**config.mk**
```make
export PLATFORM = sky130hd
export DESIGN_NAME = boid_frame_seq_flat
export DESIGN_NICKNAME = d
export VERILOG_FILES = /design/src/rtl/boid_pkg.sv /design/src/rtl/boid_frame_seq_if.sv /design/src/rtl/boid_idx_ctr.sv /design/src/rtl/boid_frame_seq.sv /design/src/flat_wrapper.sv
export SDC_FILE = /design/constraint.sdc
export NUM_CORES = 1
export LEC_CHECK = 0
export ABC_AREA = 1
export BUFFER_PORTS_ARGS = -buffer_cell sky130_fd_sc_hd__buf_2
export CAP_MARGIN = 25
export CORE_ASPECT_RATIO = 1.1
export CORE_MARGIN = 4
export CORE_UTILIZATION = 49
export DETAILED_ROUTE_END_ITERATION = 12
export PLACE_DENSITY_LB_ADDON = 0.3
export SLEW_MARGIN = 40
export SYNTH_ARGS = -nofsm -noshare
export SYNTH_HDL_FRONTEND = slang
export SYNTH_SLANG_ARGS = --single-unit
```
**constraint.sdc**
```tcl
create_clock -name clk -period 1.8 [get_ports clk]
set_clock_uncertainty 0.2 [all_clocks]
set_input_delay 0.09 -clock clk [delete_from_list [all_inputs] [get_ports clk]]
set_output_delay 0.09 -clock clk [all_outputs]
set_load 0.1 [all_outputs]
```
**src/rtl/boid_pkg.sv**
```systemverilog
// Shared types and constants for the boid frame sequencer and the datapath.
package boid_pkg;

  typedef enum logic [2:0] {
    StIdle,
    StLreq,
    StLoad,
    StIter,
    StWb,
    StDone
  } seq_state_t;

  localparam int unsigned N_BOIDS_DEF  = 32;
  localparam logic [6:0]  WB_EN_ACTIVE = 7'b0000001;

  // fix15: signed 27-bit fixed point with 15 fractional bits, as used by xcel_dp
  typedef logic signed [26:0] fix15_t;

  localparam fix15_t FIX15_ONE         = 27'sd32768;
  localparam fix15_t FIX15_TURNFACTOR  = 27'sd6554;   // 0.2
  localparam fix15_t FIX15_VISUAL_RNG  = 27'sd1310720; // 40
  localparam fix15_t FIX15_PROTECT_RNG = 27'sd262144;  // 8
  localparam fix15_t FIX15_CENTERING   = 27'sd16;      // ~0.0005
  localparam fix15_t FIX15_AVOID       = 27'sd1638;    // 0.05
  localparam fix15_t FIX15_MATCHING    = 27'sd1638;    // 0.05
  localparam fix15_t FIX15_MAXSPEED    = 27'sd196608;  // 6
  localparam fix15_t FIX15_MINSPEED    = 27'sd98304;   // 3

endpackage

```
**src/rtl/boid_frame_seq_if.sv**
```systemverilog
// Control/address bundle between the frame sequencer and its host + M10K/datapath.
interface boid_frame_seq_if #(
  parameter int unsigned ADDR_W = 5
);

  logic              start;
  logic              busy;
  logic              done;
  logic [ADDR_W-1:0] rd_addr;
  logic              rd_bank;
  logic              wr_en;
  logic [ADDR_W-1:0] wr_addr;
  logic              wr_bank;
  logic              r_en_tot;
  logic              r_en_itr;
  logic [6:0]        wb_en;
  logic [ADDR_W-1:0] boid_idx;

  // Sequencer side
  modport master (
    input  start,
    output busy, done, rd_addr, rd_bank, wr_en, wr_addr, wr_bank,
    output r_en_tot, r_en_itr, wb_en, boid_idx
  );

  // Host / memory / datapath side
  modport slave (
    output start,
    input  busy, done, rd_addr, rd_bank, wr_en, wr_addr, wr_bank,
    input  r_en_tot, r_en_itr, wb_en, boid_idx
  );

endinterface

```
**src/rtl/boid_idx_ctr.sv**
```systemverilog
// Saturating index counter with synchronous clear, enable and an at-max flag.
module boid_idx_ctr #(
  parameter int unsigned Width  = 5,
  parameter int unsigned MaxVal = 31
) (
  input  logic             clk,
  input  logic             reset,
  input  logic             clr,
  input  logic             en,
  output logic [Width-1:0] count,
  output logic             at_max
);

  logic [Width-1:0] count_q, count_d;

  assign at_max = (count_q == Width'(MaxVal));
  assign count  = count_q;

  // Next count: clear wins; increment stops at MaxVal so it never wraps by overflow
  always_comb begin
    count_d = count_q;
    if (clr) begin
      count_d = '0;
    end else if (en && !at_max) begin
      count_d = count_q + Width'(1);
    end
  end

  // Count register, synchronous active-low reset
  always_ff @(posedge clk) begin
    if (!reset) count_q <= '0;
    else        count_q <= count_d;
  end

endmodule

```
**src/rtl/boid_frame_seq.sv**
```systemverilog
// Per-frame sequencer: for each boid i, load self, stream all neighbours, write back.
// Two M10K banks ping-pong so neighbour reads always see the previous frame.
module boid_frame_seq
  import boid_pkg::*;
#(
  parameter int unsigned N_BOIDS = N_BOIDS_DEF,
  parameter int unsigned ADDR_W  = 5
) (
  input  logic             clk,
  input  logic             reset,
  boid_frame_seq_if.master bus
);

  if (N_BOIDS < 2 || N_BOIDS > 64 || ADDR_W != $clog2(N_BOIDS)) begin : g_param_check
    $error("boid_frame_seq: N_BOIDS must be 2..64 and ADDR_W must be clog2(N_BOIDS)");
  end

  seq_state_t        state_q, state_d;
  logic              bank_q;
  logic [ADDR_W-1:0] i_cnt, j_cnt;
  logic              i_max, j_max;
  logic              i_clr, i_en, j_clr, j_en;
  logic [ADDR_W-1:0] rd_addr;
  logic              wr_en, r_en_tot, r_en_itr, done;
  logic [6:0]        wb_en;

  boid_idx_ctr #(
    .Width  (ADDR_W),
    .MaxVal (N_BOIDS - 1)
  ) u_i_ctr (
    .clk    (clk),
    .reset  (reset),
    .clr    (i_clr),
    .en     (i_en),
    .count  (i_cnt),
    .at_max (i_max)
  );

  boid_idx_ctr #(
    .Width  (ADDR_W),
    .MaxVal (N_BOIDS - 1)
  ) u_j_ctr (
    .clk    (clk),
    .reset  (reset),
    .clr    (j_clr),
    .en     (j_en),
    .count  (j_cnt),
    .at_max (j_max)
  );

  // Next-state, counter control and Moore strobes; every strobe defaults low
  always_comb begin
    state_d  = state_q;
    i_clr    = 1'b0;
    i_en     = 1'b0;
    j_clr    = 1'b0;
    j_en     = 1'b0;
    rd_addr  = '0;
    wr_en    = 1'b0;
    r_en_tot = 1'b0;
    r_en_itr = 1'b0;
    wb_en    = '0;
    done     = 1'b0;
    unique case (state_q)
      StIdle: begin
        if (bus.start) begin
          i_clr   = 1'b1;
          state_d = StLreq;
        end
      end
      StLreq: begin
        rd_addr = i_cnt;
        state_d = StLoad;
      end
      StLoad: begin
        // self data on the bus now; prefetch neighbour 0
        r_en_tot = 1'b1;
        j_clr    = 1'b1;
        state_d  = StIter;
      end
      StIter: begin
        r_en_itr = (j_cnt != i_cnt);
        if (j_max) begin
          rd_addr = j_cnt;
          state_d = StWb;
        end else begin
          rd_addr = j_cnt + ADDR_W'(1);
          j_en    = 1'b1;
        end
      end
      StWb: begin
        wb_en = WB_EN_ACTIVE;
        wr_en = 1'b1;
        if (i_max) begin
          state_d = StDone;
        end else begin
          i_en    = 1'b1;
          state_d = StLreq;
        end
      end
      StDone: begin
        done    = 1'b1;
        state_d = StIdle;
      end
      default: state_d = StIdle;
    endcase
  end

  // State register
  always_ff @(posedge clk) begin
    if (!reset) state_q <= StIdle;
    else        state_q <= state_d;
  end

  // Bank flips as DONE is left, so the new source is visible the cycle after done
  always_ff @(posedge clk) begin
    if (!reset)                 bank_q <= 1'b0;
    else if (state_q == StDone) bank_q <= ~bank_q;
  end

  assign bus.busy     = (state_q != StIdle);
  assign bus.done     = done;
  assign bus.rd_addr  = rd_addr;
  assign bus.rd_bank  = bank_q;
  assign bus.wr_en    = wr_en;
  assign bus.wr_addr  = i_cnt;
  assign bus.wr_bank  = ~bank_q;
  assign bus.r_en_tot = r_en_tot;
  assign bus.r_en_itr = r_en_itr;
  assign bus.wb_en    = wb_en;
  assign bus.boid_idx = i_cnt;

endmodule

```
**src/flat_wrapper.sv**
```systemverilog
// flat-port wrapper written by rule: the top's interface ports become plain ports
module boid_frame_seq_flat import boid_pkg::*;
#(
  parameter int unsigned N_BOIDS = N_BOIDS_DEF,
  parameter int unsigned ADDR_W  = 5
)
  (clk, reset, bus_start, bus_busy, bus_done, bus_rd_addr, bus_rd_bank, bus_wr_en, bus_wr_addr, bus_wr_bank, bus_r_en_tot, bus_r_en_itr, bus_wb_en, bus_boid_idx);
  boid_frame_seq_if #(.ADDR_W(ADDR_W)) bus_i ();
  input  logic clk;
  input  logic reset;
  input wire logic [$bits(bus_i.start)-1:0] bus_start;
  output wire logic [$bits(bus_i.busy)-1:0] bus_busy;
  output wire logic [$bits(bus_i.done)-1:0] bus_done;
  output wire logic [$bits(bus_i.rd_addr)-1:0] bus_rd_addr;
  output wire logic [$bits(bus_i.rd_bank)-1:0] bus_rd_bank;
  output wire logic [$bits(bus_i.wr_en)-1:0] bus_wr_en;
  output wire logic [$bits(bus_i.wr_addr)-1:0] bus_wr_addr;
  output wire logic [$bits(bus_i.wr_bank)-1:0] bus_wr_bank;
  output wire logic [$bits(bus_i.r_en_tot)-1:0] bus_r_en_tot;
  output wire logic [$bits(bus_i.r_en_itr)-1:0] bus_r_en_itr;
  output wire logic [$bits(bus_i.wb_en)-1:0] bus_wb_en;
  output wire logic [$bits(bus_i.boid_idx)-1:0] bus_boid_idx;
  assign bus_i.start = bus_start;
  assign bus_busy = bus_i.busy;
  assign bus_done = bus_i.done;
  assign bus_rd_addr = bus_i.rd_addr;
  assign bus_rd_bank = bus_i.rd_bank;
  assign bus_wr_en = bus_i.wr_en;
  assign bus_wr_addr = bus_i.wr_addr;
  assign bus_wr_bank = bus_i.wr_bank;
  assign bus_r_en_tot = bus_i.r_en_tot;
  assign bus_r_en_itr = bus_i.r_en_itr;
  assign bus_wb_en = bus_i.wb_en;
  assign bus_boid_idx = bus_i.boid_idx;
  boid_frame_seq #(.N_BOIDS(N_BOIDS), .ADDR_W(ADDR_W)) u_core (.clk(clk), .reset(reset), .bus(bus_i));
endmodule
```
==> out/results.ini <==
[global_route]
grt_max_degree = 10
grt_pass1_wl_um = 4410
grt_pass1_vias = 1034
antenna_found_initial = 0
grt_overflow_total = 0
grt_use_total_pct = 20.2

[cells_and_area]
fin_area_um2 = 1550
drive_gt1_share_pct = 48.2
fill_cells = 112
fin_cells = 222
syn_to_final_growth_pct = 55.7
antenna_cells = 0
final_nets = 204

[synth]
yosys_most_used_dff = dfxtp_1
synth.most_common_cell = nand2_1
synth_top_cell_by_area = dfxtp_1
synth.ff_latch_count = 14
ys_types = 23
netlist.area_leader.share_pct = 28.1
synth_edf_count = 0
ys_seq_area_share_pct = 28.1
synth_area_per_cell_um2 = 6.48
synth_area_um2 = 997
syn_inst = 154
netlist_top_cells_count = nand2_1, inv_1, dfxtp_1
synthArstFlopShare_pct = 0
synth_warnings = 0
yosys-top-cells-area = dfxtp_1, nand2_1, buf_4, inv_1, a21oi_1

[placed_design]
portBuffers = 25
place_congestion = 0.837
dpl_cell_area_um2 = 1320
dpl.hpwl_um = 1980
dp_cells = 207

[min_path]
worstHoldPathType = flip-flop to flip-flop
min-delay-start = u_core.bus.rd_bank

[clock_tree]
worst_skew_pair.late_latency_ps = 300
numCtsBuffers = 3
cts_tree = yes
clock_sinks = 14
root_buffer = clkbuf_4
cts_max_level = 1
clk_pin_slew_worst_paths_ps = 80
cts_max_path_buffers = 2

[floorplan]
fp.dieW_um = 51.0
die-area_um2 = 2820
num_io_pins = 32
coreArea_um2 = 1860
rows = 16
start_util_pct = 53.6
die_y_um = 55.3

[power]
vdd_drop_max_uv = 554
leakagePower_nw = 0.714
switching_share_pct = 45.0
p_sw_mw = 0.391
p_int_mw = 0.478
combPwrFrac_pct = 40.1
seqPwrFrac_pct = 37.2
power_density_nw_per_um2 = 560
total_power_mw = 0.869
clkPwrFrac_pct = 22.6

[sta]
final.min_clock_period_ps = 2070
fmax_mhz = 483
finalMaxSlewViolations = 0
rsz0062_at_grt = true
hold_viol = 0
fin_ws_ps = -271
finalSetupTns_ps = -1440
setup_viol = 9
post-route-period-util_pct = 115

[setup_path]
cp-start-kind = flip-flop
worstPathMaxFanout = 4
crit_arrival_ps = 1780
crit_slowest_cell = dfxtp_4
path_class = flip-flop to output port
cp_cell_sequence = ha_4 > nand2_4 > nor2_4 > ha_4 > nor2_4 > nand3_2 > o211ai_1 > buf_12
r2r_start = u_core.u_j_ctr.count[1]
worst_ep_required_time_ps = 1510
crit_start = u_core.u_j_ctr.count[0]
critical_path.max_stage_delay_ps = 350
endpoint_kind = output port

[drt]
drt_iter0_drc = 56
route.vias.total = 1197
drt_wl_total_um = 3180
drt_pass1_iterations = 4
wl_per_cell_um = 14.3
drc = 0
drtAntennaViolNets = 0
via_per_inst = 5.39

[job]
timing.max_cap.violations = 0

[run_status]
status = complete, but fails checks
violations = negative setup slack

[routing by layer]
metal  up-vias  global-route usage [%]  share of wire, %
met3        16                    4.30               9.8
met2        87                    34.3                49
met1       537                    22.6                37
li1        557                       -                 -
met4         0                    11.5               4.4
met5         -                       0                 0
[worst paths after layout]
kind                             end  slack (ps)  cells past startpoint
setup reg to reg   u_core.state_q[0]         -40                     11
hold / removal    u_core.bus.rd_bank         300                      2
hold reg to reg   u_core.bus.rd_bank         300                      2
setup / recovery      bus_rd_addr[2]        -270                      8
[cell type report]
class                           count  area (µm²)  area share, %
Timing Repair Buffer               45         394           25.4
Clock buffer                        4        26.3           1.69
Inverter                           22        92.6           5.96
Multi-Input combinational cell    110         694           44.7
Sequential cell                    14         312           20.1
Tap cell                           27        33.8           2.18
[per-stage QoR]
| stage | setup WS (ps) | hold slack [ps] | utilization (%) |
|---|---|---|---|
| floorplan | -590 | 10.7 | - |
| global placement | -19.2 | 175 | 70.7 |
| detailed placement | -85.0 | 175 | 70.7 |
| CTS | -195 | 304 | 77.8 |
| global route | -310 | 335 | 83.4 |
| finish | -271 | 297 | 83.4 |
[power groups by stage]
stage	Sequential [mW]	Clock [mW]	Combinational, mW
after floorplan	0.338	0	0.253
after global placement	0.329	0	0.304
after detailed placement	0.329	0	0.308
after CTS	0.323	0.193	0.316
after global routing	0.325	0.206	0.366
final	0.323	0.197	0.349
[state kept, by name, indices dropped and copies added, names as in the netlist]
name / cells
u_core.u_i_ctr.count: 5
u_core.state_q: 3
u_core.u_j_ctr.count: 5
u_core.bus.rd_bank: 1
[kinds of logic after synthesis]
family          after synthesis  synth area share, %
compound gates               21                 11.9
flops                        14                 28.1
simple gates                 76                 33.8
buf+inv                      35                 17.8
other cells                   1                0.376
xor+xnor                      2                 1.76
fa+ha+maj                     5                 6.27
[cell usage in the layout (no fill, tap or decap), types with 3 or more instances in the layout]
master / netlist / layout
nand2_1: 46 / 41
buf_2: 0 / 16
buf_4: 12 / 15
inv_1: 21 / 13
a21oi_1: 13 / 11
dfxtp_4: 0 / 7
nand3_1: 10 / 6
inv_2: 1 / 6
nor2_1: 12 / 6
conb_1: 1 / 6
clkbuf_4: 0 / 6
buf_12: 0 / 5
nor2_4: 2 / 4
nor2_2: 0 / 4
nand3_2: 1 / 4
dfxtp_2: 0 / 4
nand2_4: 1 / 3
nand4_1: 3 / 3
o211ai_1: 3 / 3
nand2_2: 0 / 3
ha_4: 0 / 3
buf_6: 0 / 3
dfxtp_1: 14 / 3
[worst max-delay path, delay by kind of cell (launching register included)]
family	cells	cell delay, ps
AO/OA/AOI/OAI	1	180
adder cells (fa/ha/maj)	2	330
AND/OR/NAND/NOR	4	400
flip-flops	1	350
buffers and inverters	1	220
[repair_timing]
| action | in CTS | in global routing |
|---|---|---|
| hold buffers | 2 | 0 |
| pin swaps | 8 | 10 |
| resized for setup | 15 | 20 |
| setup buffers | 4 | 6 |
| endpoints found under the hold margin | 9 | 0 |
| setup endpoints to repair | 5 | 13 |
(Power assumes the default switching activity.)
